`src/rtl/fetch_pkg.sv`:
```
`default_nettype none
// +--------------------------------------------------------------------+
// | fetch_pkg : shared widths, HALT opcode and state encoding           |
// | Rev 1.0                                                             |
// +--------------------------------------------------------------------+
package fetch_pkg;

  localparam int         ADDR_W_DEFAULT      = 8;
  localparam int         INSTR_W_DEFAULT     = 16;
  localparam logic [3:0] HALT_OPCODE_DEFAULT = 4'hF;

  typedef enum logic [1:0] {
    ST_IDLE = 2'd0,
    ST_RUN  = 2'd1,
    ST_HALT = 2'd2
  } state_t;

endpackage
`default_nettype wire

```
`src/rtl/fetch_if.sv`:
```
`default_nettype none
// +--------------------------------------------------------------------+
// | fetch_if : control inputs, memory port and decode outputs           |
// | Rev 1.0                                                             |
// +--------------------------------------------------------------------+
interface fetch_if
  import fetch_pkg::*;
#(
  parameter int ADDR_W  = ADDR_W_DEFAULT,
  parameter int INSTR_W = INSTR_W_DEFAULT
);

  logic               start;
  logic [ADDR_W-1:0]  start_addr;
  logic               stall;
  logic               redirect_valid;
  logic [ADDR_W-1:0]  redirect_addr;
  logic [INSTR_W-1:0] instr;
  logic [ADDR_W-1:0]  instr_addr;
  logic [INSTR_W-1:0] curr_instr;
  logic [ADDR_W-1:0]  curr_pc;
  logic               instr_valid;
  logic               halted;
  logic [15:0]        fetch_count;

  modport master (
    output start, start_addr, stall, redirect_valid, redirect_addr, instr,
    input  instr_addr, curr_instr, curr_pc, instr_valid, halted, fetch_count
  );

  modport slave (
    input  start, start_addr, stall, redirect_valid, redirect_addr, instr,
    output instr_addr, curr_instr, curr_pc, instr_valid, halted, fetch_count
  );

endinterface
`default_nettype wire

```
`src/rtl/fetch_controller.sv`:
```
`default_nettype none
// +--------------------------------------------------------------------+
// | fetch_controller : IDLE/RUN/HALT instruction fetch with stall,      |
// | redirect and saturating issue counter.       Rev 1.0                |
// +--------------------------------------------------------------------+
module fetch_controller
  import fetch_pkg::*;
#(
  parameter int         ADDR_W      = ADDR_W_DEFAULT,
  parameter int         INSTR_W     = INSTR_W_DEFAULT,
  parameter logic [3:0] HALT_OPCODE = HALT_OPCODE_DEFAULT
) (
  input  wire logic clk,
  input  wire logic rst,
  fetch_if.slave    bus
);

  state_t             state, state_nx;
  logic [ADDR_W-1:0]  addr_q, addr_nx;
  logic [ADDR_W-1:0]  pc_q, pc_nx;
  logic [INSTR_W-1:0] ir_q, ir_nx;
  logic               valid_q, valid_nx;
  logic [15:0]        cnt_q, cnt_nx;
  logic               halt_word;

  assign halt_word = (bus.instr[INSTR_W-1 -: 4] == HALT_OPCODE);

  always_comb begin
    state_nx = state;
    addr_nx  = addr_q;
    pc_nx    = pc_q;
    ir_nx    = ir_q;
    valid_nx = valid_q;
    cnt_nx   = cnt_q;
    case (state)
      ST_IDLE: begin
        if (bus.start) begin
          addr_nx  = bus.start_addr;
          valid_nx = 1'b0;
          state_nx = ST_RUN;
        end
      end
      ST_RUN: begin
        // Redirect outranks stall and discards whatever word is on instr.
        if (bus.redirect_valid) begin
          addr_nx  = bus.redirect_addr;
          valid_nx = 1'b0;
        end else if (!bus.stall) begin
          ir_nx    = bus.instr;
          pc_nx    = addr_q;
          valid_nx = 1'b1;
          cnt_nx   = (cnt_q == 16'hFFFF) ? cnt_q : cnt_q + 16'd1;
          if (halt_word) begin
            state_nx = ST_HALT;
          end else begin
            addr_nx = addr_q + ADDR_W'(1);
          end
        end
      end
      ST_HALT: begin
        valid_nx = 1'b0;
        if (bus.start) begin
          addr_nx  = bus.start_addr;
          state_nx = ST_RUN;
        end
      end
      default: begin
        state_nx = ST_IDLE;
      end
    endcase
  end

  always_ff @(posedge clk) begin
    if (!rst) begin
      state   <= ST_IDLE;
      addr_q  <= '0;
      pc_q    <= '0;
      ir_q    <= '0;
      valid_q <= 1'b0;
      cnt_q   <= '0;
    end else begin
      state   <= state_nx;
      addr_q  <= addr_nx;
      pc_q    <= pc_nx;
      ir_q    <= ir_nx;
      valid_q <= valid_nx;
      cnt_q   <= cnt_nx;
    end
  end

  assign bus.instr_addr  = addr_q;
  assign bus.curr_instr  = ir_q;
  assign bus.curr_pc     = pc_q;
  assign bus.instr_valid = valid_q;
  assign bus.halted      = (state == ST_HALT);
  assign bus.fetch_count = cnt_q;

endmodule
`default_nettype wire

```
`src/flat_wrapper.sv`:
```
// flat-port wrapper written by rule: the top's interface ports become plain ports
module fetch_controller_flat import fetch_pkg::*;
#(
  parameter int         ADDR_W      = ADDR_W_DEFAULT,
  parameter int         INSTR_W     = INSTR_W_DEFAULT,
  parameter logic [3:0] HALT_OPCODE = HALT_OPCODE_DEFAULT
)
  (clk, rst, bus_start, bus_start_addr, bus_stall, bus_redirect_valid, bus_redirect_addr, bus_instr, bus_instr_addr, bus_curr_instr, bus_curr_pc, bus_instr_valid, bus_halted, bus_fetch_count);
  fetch_if #(.ADDR_W(ADDR_W), .INSTR_W(INSTR_W)) bus_i ();
  input  wire logic clk;
  input  wire logic rst;
  input wire logic [$bits(bus_i.start)-1:0] bus_start;
  input wire logic [$bits(bus_i.start_addr)-1:0] bus_start_addr;
  input wire logic [$bits(bus_i.stall)-1:0] bus_stall;
  input wire logic [$bits(bus_i.redirect_valid)-1:0] bus_redirect_valid;
  input wire logic [$bits(bus_i.redirect_addr)-1:0] bus_redirect_addr;
  input wire logic [$bits(bus_i.instr)-1:0] bus_instr;
  output wire logic [$bits(bus_i.instr_addr)-1:0] bus_instr_addr;
  output wire logic [$bits(bus_i.curr_instr)-1:0] bus_curr_instr;
  output wire logic [$bits(bus_i.curr_pc)-1:0] bus_curr_pc;
  output wire logic [$bits(bus_i.instr_valid)-1:0] bus_instr_valid;
  output wire logic [$bits(bus_i.halted)-1:0] bus_halted;
  output wire logic [$bits(bus_i.fetch_count)-1:0] bus_fetch_count;
  assign bus_i.start = bus_start;
  assign bus_i.start_addr = bus_start_addr;
  assign bus_i.stall = bus_stall;
  assign bus_i.redirect_valid = bus_redirect_valid;
  assign bus_i.redirect_addr = bus_redirect_addr;
  assign bus_i.instr = bus_instr;
  assign bus_instr_addr = bus_i.instr_addr;
  assign bus_curr_instr = bus_i.curr_instr;
  assign bus_curr_pc = bus_i.curr_pc;
  assign bus_instr_valid = bus_i.instr_valid;
  assign bus_halted = bus_i.halted;
  assign bus_fetch_count = bus_i.fetch_count;
  fetch_controller #(.ADDR_W(ADDR_W), .INSTR_W(INSTR_W), .HALT_OPCODE(HALT_OPCODE)) u_core (.clk(clk), .rst(rst), .bus(bus_i));
endmodule
```
`config.mk`:
```
export PLATFORM = sky130hd
export DESIGN_NAME = fetch_controller_flat
export DESIGN_NICKNAME = d
export VERILOG_FILES = /design/src/rtl/fetch_pkg.sv /design/src/rtl/fetch_if.sv /design/src/rtl/fetch_controller.sv /design/src/flat_wrapper.sv
export SDC_FILE = /design/constraint.sdc
export NUM_CORES = 1
export LEC_CHECK = 0
export BUFFER_PORTS_ARGS = -buffer_cell sky130_fd_sc_hd__buf_4
export CORE_ASPECT_RATIO = 1.25
export CORE_MARGIN = 2
export CORE_UTILIZATION = 49
export CTS_CLUSTER_DIAMETER = 80
export DETAILED_ROUTE_END_ITERATION = 8
export GPL_TIMING_DRIVEN = 0
export PLACE_DENSITY_LB_ADDON = 0.3
export RECOVER_POWER = 50
export SLEW_MARGIN = 20
export SYNTH_ARGS = -nofsm -noshare
export SYNTH_HDL_FRONTEND = slang
export SYNTH_SLANG_ARGS = --single-unit
```
`constraint.sdc`:
```
create_clock -name clk -period 2.3 [get_ports clk]
set_clock_uncertainty 0.05 [all_clocks]
set_input_delay 0.46 -clock clk [delete_from_list [all_inputs] [get_ports clk]]
set_output_delay 0.46 -clock clk [all_outputs]
set_load 0.1 [all_outputs]
```
# After elaboration in Yosys (flattened, before gate mapping)
# Index checks and enable logic that the tools add are counted.
word_totals:
  reg_bits: 51
  inputBits: 37
  output_inout_bits: 50
  wordCells: 45
classes:
  add_sub_neg: 2
  eq_ne: 11
  muxes: 14
  bitwise: 3
  n_reduce_logical: 9
ops:
  columns: ["operator", "n"]
  rows:
  - ["$mux 8", 4]
  - ["$add 16x1->16 const B", 1]
  - ["$eq 16x16->1 const B", 1]
  - ["$pmux 8 s2", 1]
  - ["$reduce_and 4->1", 3]
  - ["$add 8x1->8 const B", 1]
  - ["$mux 2", 4]
  - ["$ne 2x2->1 const B", 3]
  - ["$ne 3x3->1 const B", 2]
  - ["$reduce_and 3->1", 2]
  - ["$eq 4x4->1 const B", 1]
  - ["$ne 2x1->1 const B", 2]
  - ["$pmux 2 s2", 1]
  - ["$mux 1", 3]
  - ["$not 1->1", 3]
  - ["$pmux 1 s3", 1]
  - ["$reduce_bool 3->1", 1]
  - ["$eq 2x1->1 const B", 1]
  - ["$eq 2x2->1 const B", 1]
  - ["$logic_not 2->1", 1]
  - ["$reduce_bool 2->1", 1]
  - ["$reduce_or 2->1", 1]

# Depth between registers and ports, before layout
logic_depth:
  depth_word: 5
  ltp_mapped: 6
  depth_no_buf: 5

# Least setup slack after synthesis
# Ideal clock, no wire load.
synth_path:
  path_type: "register -> register"
  startpoint: "register u_core.cnt_q[2] (netlist: u_core.bus.fetch_count[2])"
  endpoint: "register u_core.cnt_q[15] (netlist: u_core.bus.fetch_count[15])"
  setup_ns: 0.070
  t_arrival_ns: 2.315
  required_ns: 2.180
  setup_slack_ns: -0.135
  path_stages_with_launch: 6
  cell_sequence: "dfxtp_1 and4_1 buf_2 nand4_2 or4_1 a21oi_1"
synth_via:
  elab_chain_cells: 3
synth_lines:
  columns: ["element", "line_no", "source"]
  rows:
  - ["start: declaration", "fetch_controller.sv:23", "logic [15:0] cnt_q, cnt_nx;"]
  - ["start signal: assignment", "fetch_controller.sv:87", "cnt_q <= cnt_nx;"]
  - ["branches (longest 3 deep; another with $add 16x1->16)", null, null]
# Several ways; the timed one is not identified.
# A chain may end at the register's enable or synchronous reset.

# Final worst setup path
layout_path:
  startpoint: "register u_core.state[0]"
  endpoint: "output port bus_halted"
layout_via:
  elab_chain_cells: 1
layout_lines:
  columns: ["element", "line_no", "source"]
  rows:
  - ["start: declaration", "fetch_controller.sv:18", "state_t state, state_nx;"]
  - ["start signal: assignment", "fetch_controller.sv:82", "state <= state_nx;"]
  - ["$eq 2x2->1", "fetch_controller.sv:95", "assign bus.halted = (state == ST_HALT);"]
  - ["end: declaration", "flat_wrapper.sv:22", "output wire logic [$bits(bus_i.halted)-1:0] bus_halted;"]
# Every way passes these cells.

==> metrics.md <==
| Metric | Value |
|---|---|
| Status | complete, no violations |
| Async SR Flop Fraction | 0% |
| Clock-pin slew on the worst setup and hold paths | 90 ps |
| Worst setup SP type | flip-flop |
| Highest clock rate | 0.513 GHz |
| TritonCTS Buffers | 5 |
| Clock latency on the worst-skew pair | ~300 ps |
| Initial DRT Pass Iterations | 4 |
| Final Hold Vio Count | 0 |
| Placed instance count | 441 |
| HP Class | input pin to flip-flop |
| Wire per inst | 15.0 µm |
| WHS Path Cells | 3 |
| Top FF cell, synth | dfxtp_1 |
| Slew HR | 61.2% |
| Hold path startpoint | bus_instr[6] |
| Number of global-route vias before repair | 2287 |
| I/O pins | 87 |
| First DRT Iteration DRCs | about 140 |
| # clock sinks | 51 |
| Antenna violations before repair | 0 |
| Hold_buf cts | 0 |
| Area contributors post-synth | dfxtp_1 43%, nand2_1 11%, a21oi_1 8.1%, nand2b_1 3.1%, mux2i_1 2.9% |
| Setup_tns | 0 ps |
| Critical Path AT | approximately 1400 ps |
| Clock root buffer | clkbuf_8 |
| Final net count | 427 |
| Area leader, netlist | dfxtp_1 |
| Post-DRT Antenna Nets | 0 |
| Netlist cell types | 42 |
| First-pass GRT wire length | 10.6 mm |
| Slew Limit Fails | 0 |
| Pre-CTS setup slack | 172 ps |
| Final setup viols | 0 |
| Crit path time final | 1950 ps |
| Design area | ~3100 µm² |
| Crit end category | output pin |
| Power per cell area | between 600 and 700 nW/µm² |
| Kind of critical path | flip-flop to output pin |
| Worst-margin pin slew | just under 600 ps |
| Placed cell area | 3130 µm² |
| Critical path data required time | roughly 1800 ps |
| Area share of the largest cell type after synthesis | 42.5% |
| Layout cells sized above 1 | 29.0% |
| Final worst slack | 352 ps |
| Gp weighted congestion | 0.911 |
| Largest net degree at the start of global routing | 16 |
| Most frequent cell after synthesis | nand2_1 |
| LEAKAGE | 1.24 nW |
| Synthesis-stage register bit count | 51 |
| Max-cap violations | 0 |
| Worst R2R Path Depth | 4 |
| Ant diodes | 0 |
| Overall routed net length | between 6 and 7 mm |
| Yosys warns | 0 |
| Peak supply drop | 0.357 mV |
| Via count | 2565 |
| Global-route usage over all layers | 24.9% |
| Cell Rows | 28 |
| Worst-path fanout max | 10 |
| Total grt overflow | 0 |
| Sequential share of the synthesized area | 42.5% |
| Net count after synthesis | 335 |
| EDFF count, synth | 0 |
| # resized after CTS | 0 |
| Final Core Density | roughly 66% |
| Final Cycle Share | 84.7% |
| DPL Wire Length | ~5.0 mm |
| H-tree levels | 2 |
| Starting Density | 50.7% |
| Setup crit start | u_core.state[0] |
| Post-Syn Area | 2400 µm² |
| Core area | 4730 µm² |
| Die Height | 82.2 µm |
| RR Startpoint | u_core.state[1] |
| Synth Instances | 296 |
| Area grow syn2layout | 30.2% |
| RSZ-0062 raised after global routing | false |
| Die area | 5480 µm² |
| Max clock buf depth | 2 |
| Mean Syn Cell Area | 8.11 µm² |
| CTS tree | done |
| DRC | 0 |
| Vias per cell | ~5.7 |
| Setup Buffers After CTS | 0 |
| Non-filler cells, final | 449 |
| Port Buffer Count | 85 |
| Die X | ~67 µm |
| Fill count | ~430 |
| Post-synth top cells | 68 x nand2_1, 51 x dfxtp_1, 39 x a21oi_1 |
==> flip-flops by register name (all words and copies together), names as in the netlist <==
name,flops
u_core.bus.curr_instr,16
u_core.bus.fetch_count,16
u_core.bus.curr_pc,8
u_core.bus.instr_addr,8
u_core.state,2
u_core.bus.instr_valid,1
==> routing by layer <==
metal	track usage (%)	part of all wire [%]	up-vias
met4	7.55	1.6	0
met5	0	0	-
met2	44.6	51	98
li1	-	-	1248
met1	30.3	41	1206
met3	4.47	5.5	13
==> metrics by stage <==
| step | power [W] | hold WS, ps |
|---|---|---|
| 2_1_floorplan | 0.00126 | 546 |
| 3_3_place_gp | 0.00139 | 392 |
| 3_5_place_dp | 0.00139 | 399 |
| 4_1_cts | 0.00202 | 344 |
| 5_1_grt | 0.00207 | 346 |
| 6_report | 0.00201 | 345 |
==> logic make-up (layout without fill, tap and decap cells) <==
family / after synthesis / count (layout) / share of synthesized area (%)
simple gates: 131 / 131 / 27.5
compound gates: 79 / 79 / 21.1
flops: 51 / 51 / 42.5
buf+inv: 23 / 116 / 3.81
mux: 7 / 7 / 2.92
xor+xnor: 3 / 3 / 1.10
fa+ha+maj: 2 / 2 / 1.04
==> cells in the final DEF, fill, tap and decap left out, types with 4 or more instances in the layout <==
| cell | Yosys | routed |
|---|---|---|
| nand2_1 | 68 | 68 |
| clkbuf_2 | 0 | 47 |
| dfxtp_1 | 51 | 42 |
| a21oi_1 | 39 | 39 |
| buf_4 | 0 | 38 |
| nand3_1 | 13 | 13 |
| nand2b_1 | 12 | 12 |
| clkbuf_1 | 10 | 10 |
| nor2_1 | 10 | 10 |
| dfxtp_2 | 0 | 9 |
| o21ai_0 | 8 | 8 |
| inv_1 | 7 | 7 |
| mux2i_1 | 7 | 7 |
| o31ai_1 | 6 | 6 |
| or4_1 | 6 | 6 |
| clkbuf_8 | 0 | 6 |
| nand4_1 | 5 | 5 |
| nor3_1 | 5 | 5 |
| buf_2 | 4 | 4 |
==> area by class of cell <==
cell class / count / area, µm² / share of cell area [%]
Clock inverter: 2 / 35.0 / 1.12
Multi-Input combinational cell: 222 / 1290 / 41.2
Inverter: 7 / 26.3 / 0.841
Clock buffer: 6 / 82.6 / 2.64
Tap cell: 60 / 75.1 / 2.40
Sequential cell: 51 / 1030 / 33.0
Timing Repair Buffer: 85 / 520 / 16.7
Buffer: 16 / 65.1 / 2.08
==> path summary, 6_finish.rpt <==
path | slack [ps] | endpoint
worst max-delay path | 350 | bus_halted
worst min register to register | 410 | u_core.bus.curr_instr[12]
worst max register to register | 370 | u_core.bus.fetch_count[9]
worst min-delay path | 340 | u_core.bus.curr_instr[6]
==> where the power goes <==
| part | leakage [nW] | switching [W] | internal [W] |
|---|---|---|---|
| sequential | 0.418 | 0.0000373 | 0.000910 |
| combinational | 0.764 | 0.000301 | 0.000111 |
| clock | 0.0612 | 0.000301 | 0.000352 |
| total | 1.24 | 0.000640 | 0.00137 |
==> critical path, stage by stage, from the launching register on <==
cell and delay, ps:
dfxtp_1 380, clkbuf_1 370, nor2b_1 130, buf_4 260
Power figures use the tool's default switching activity.
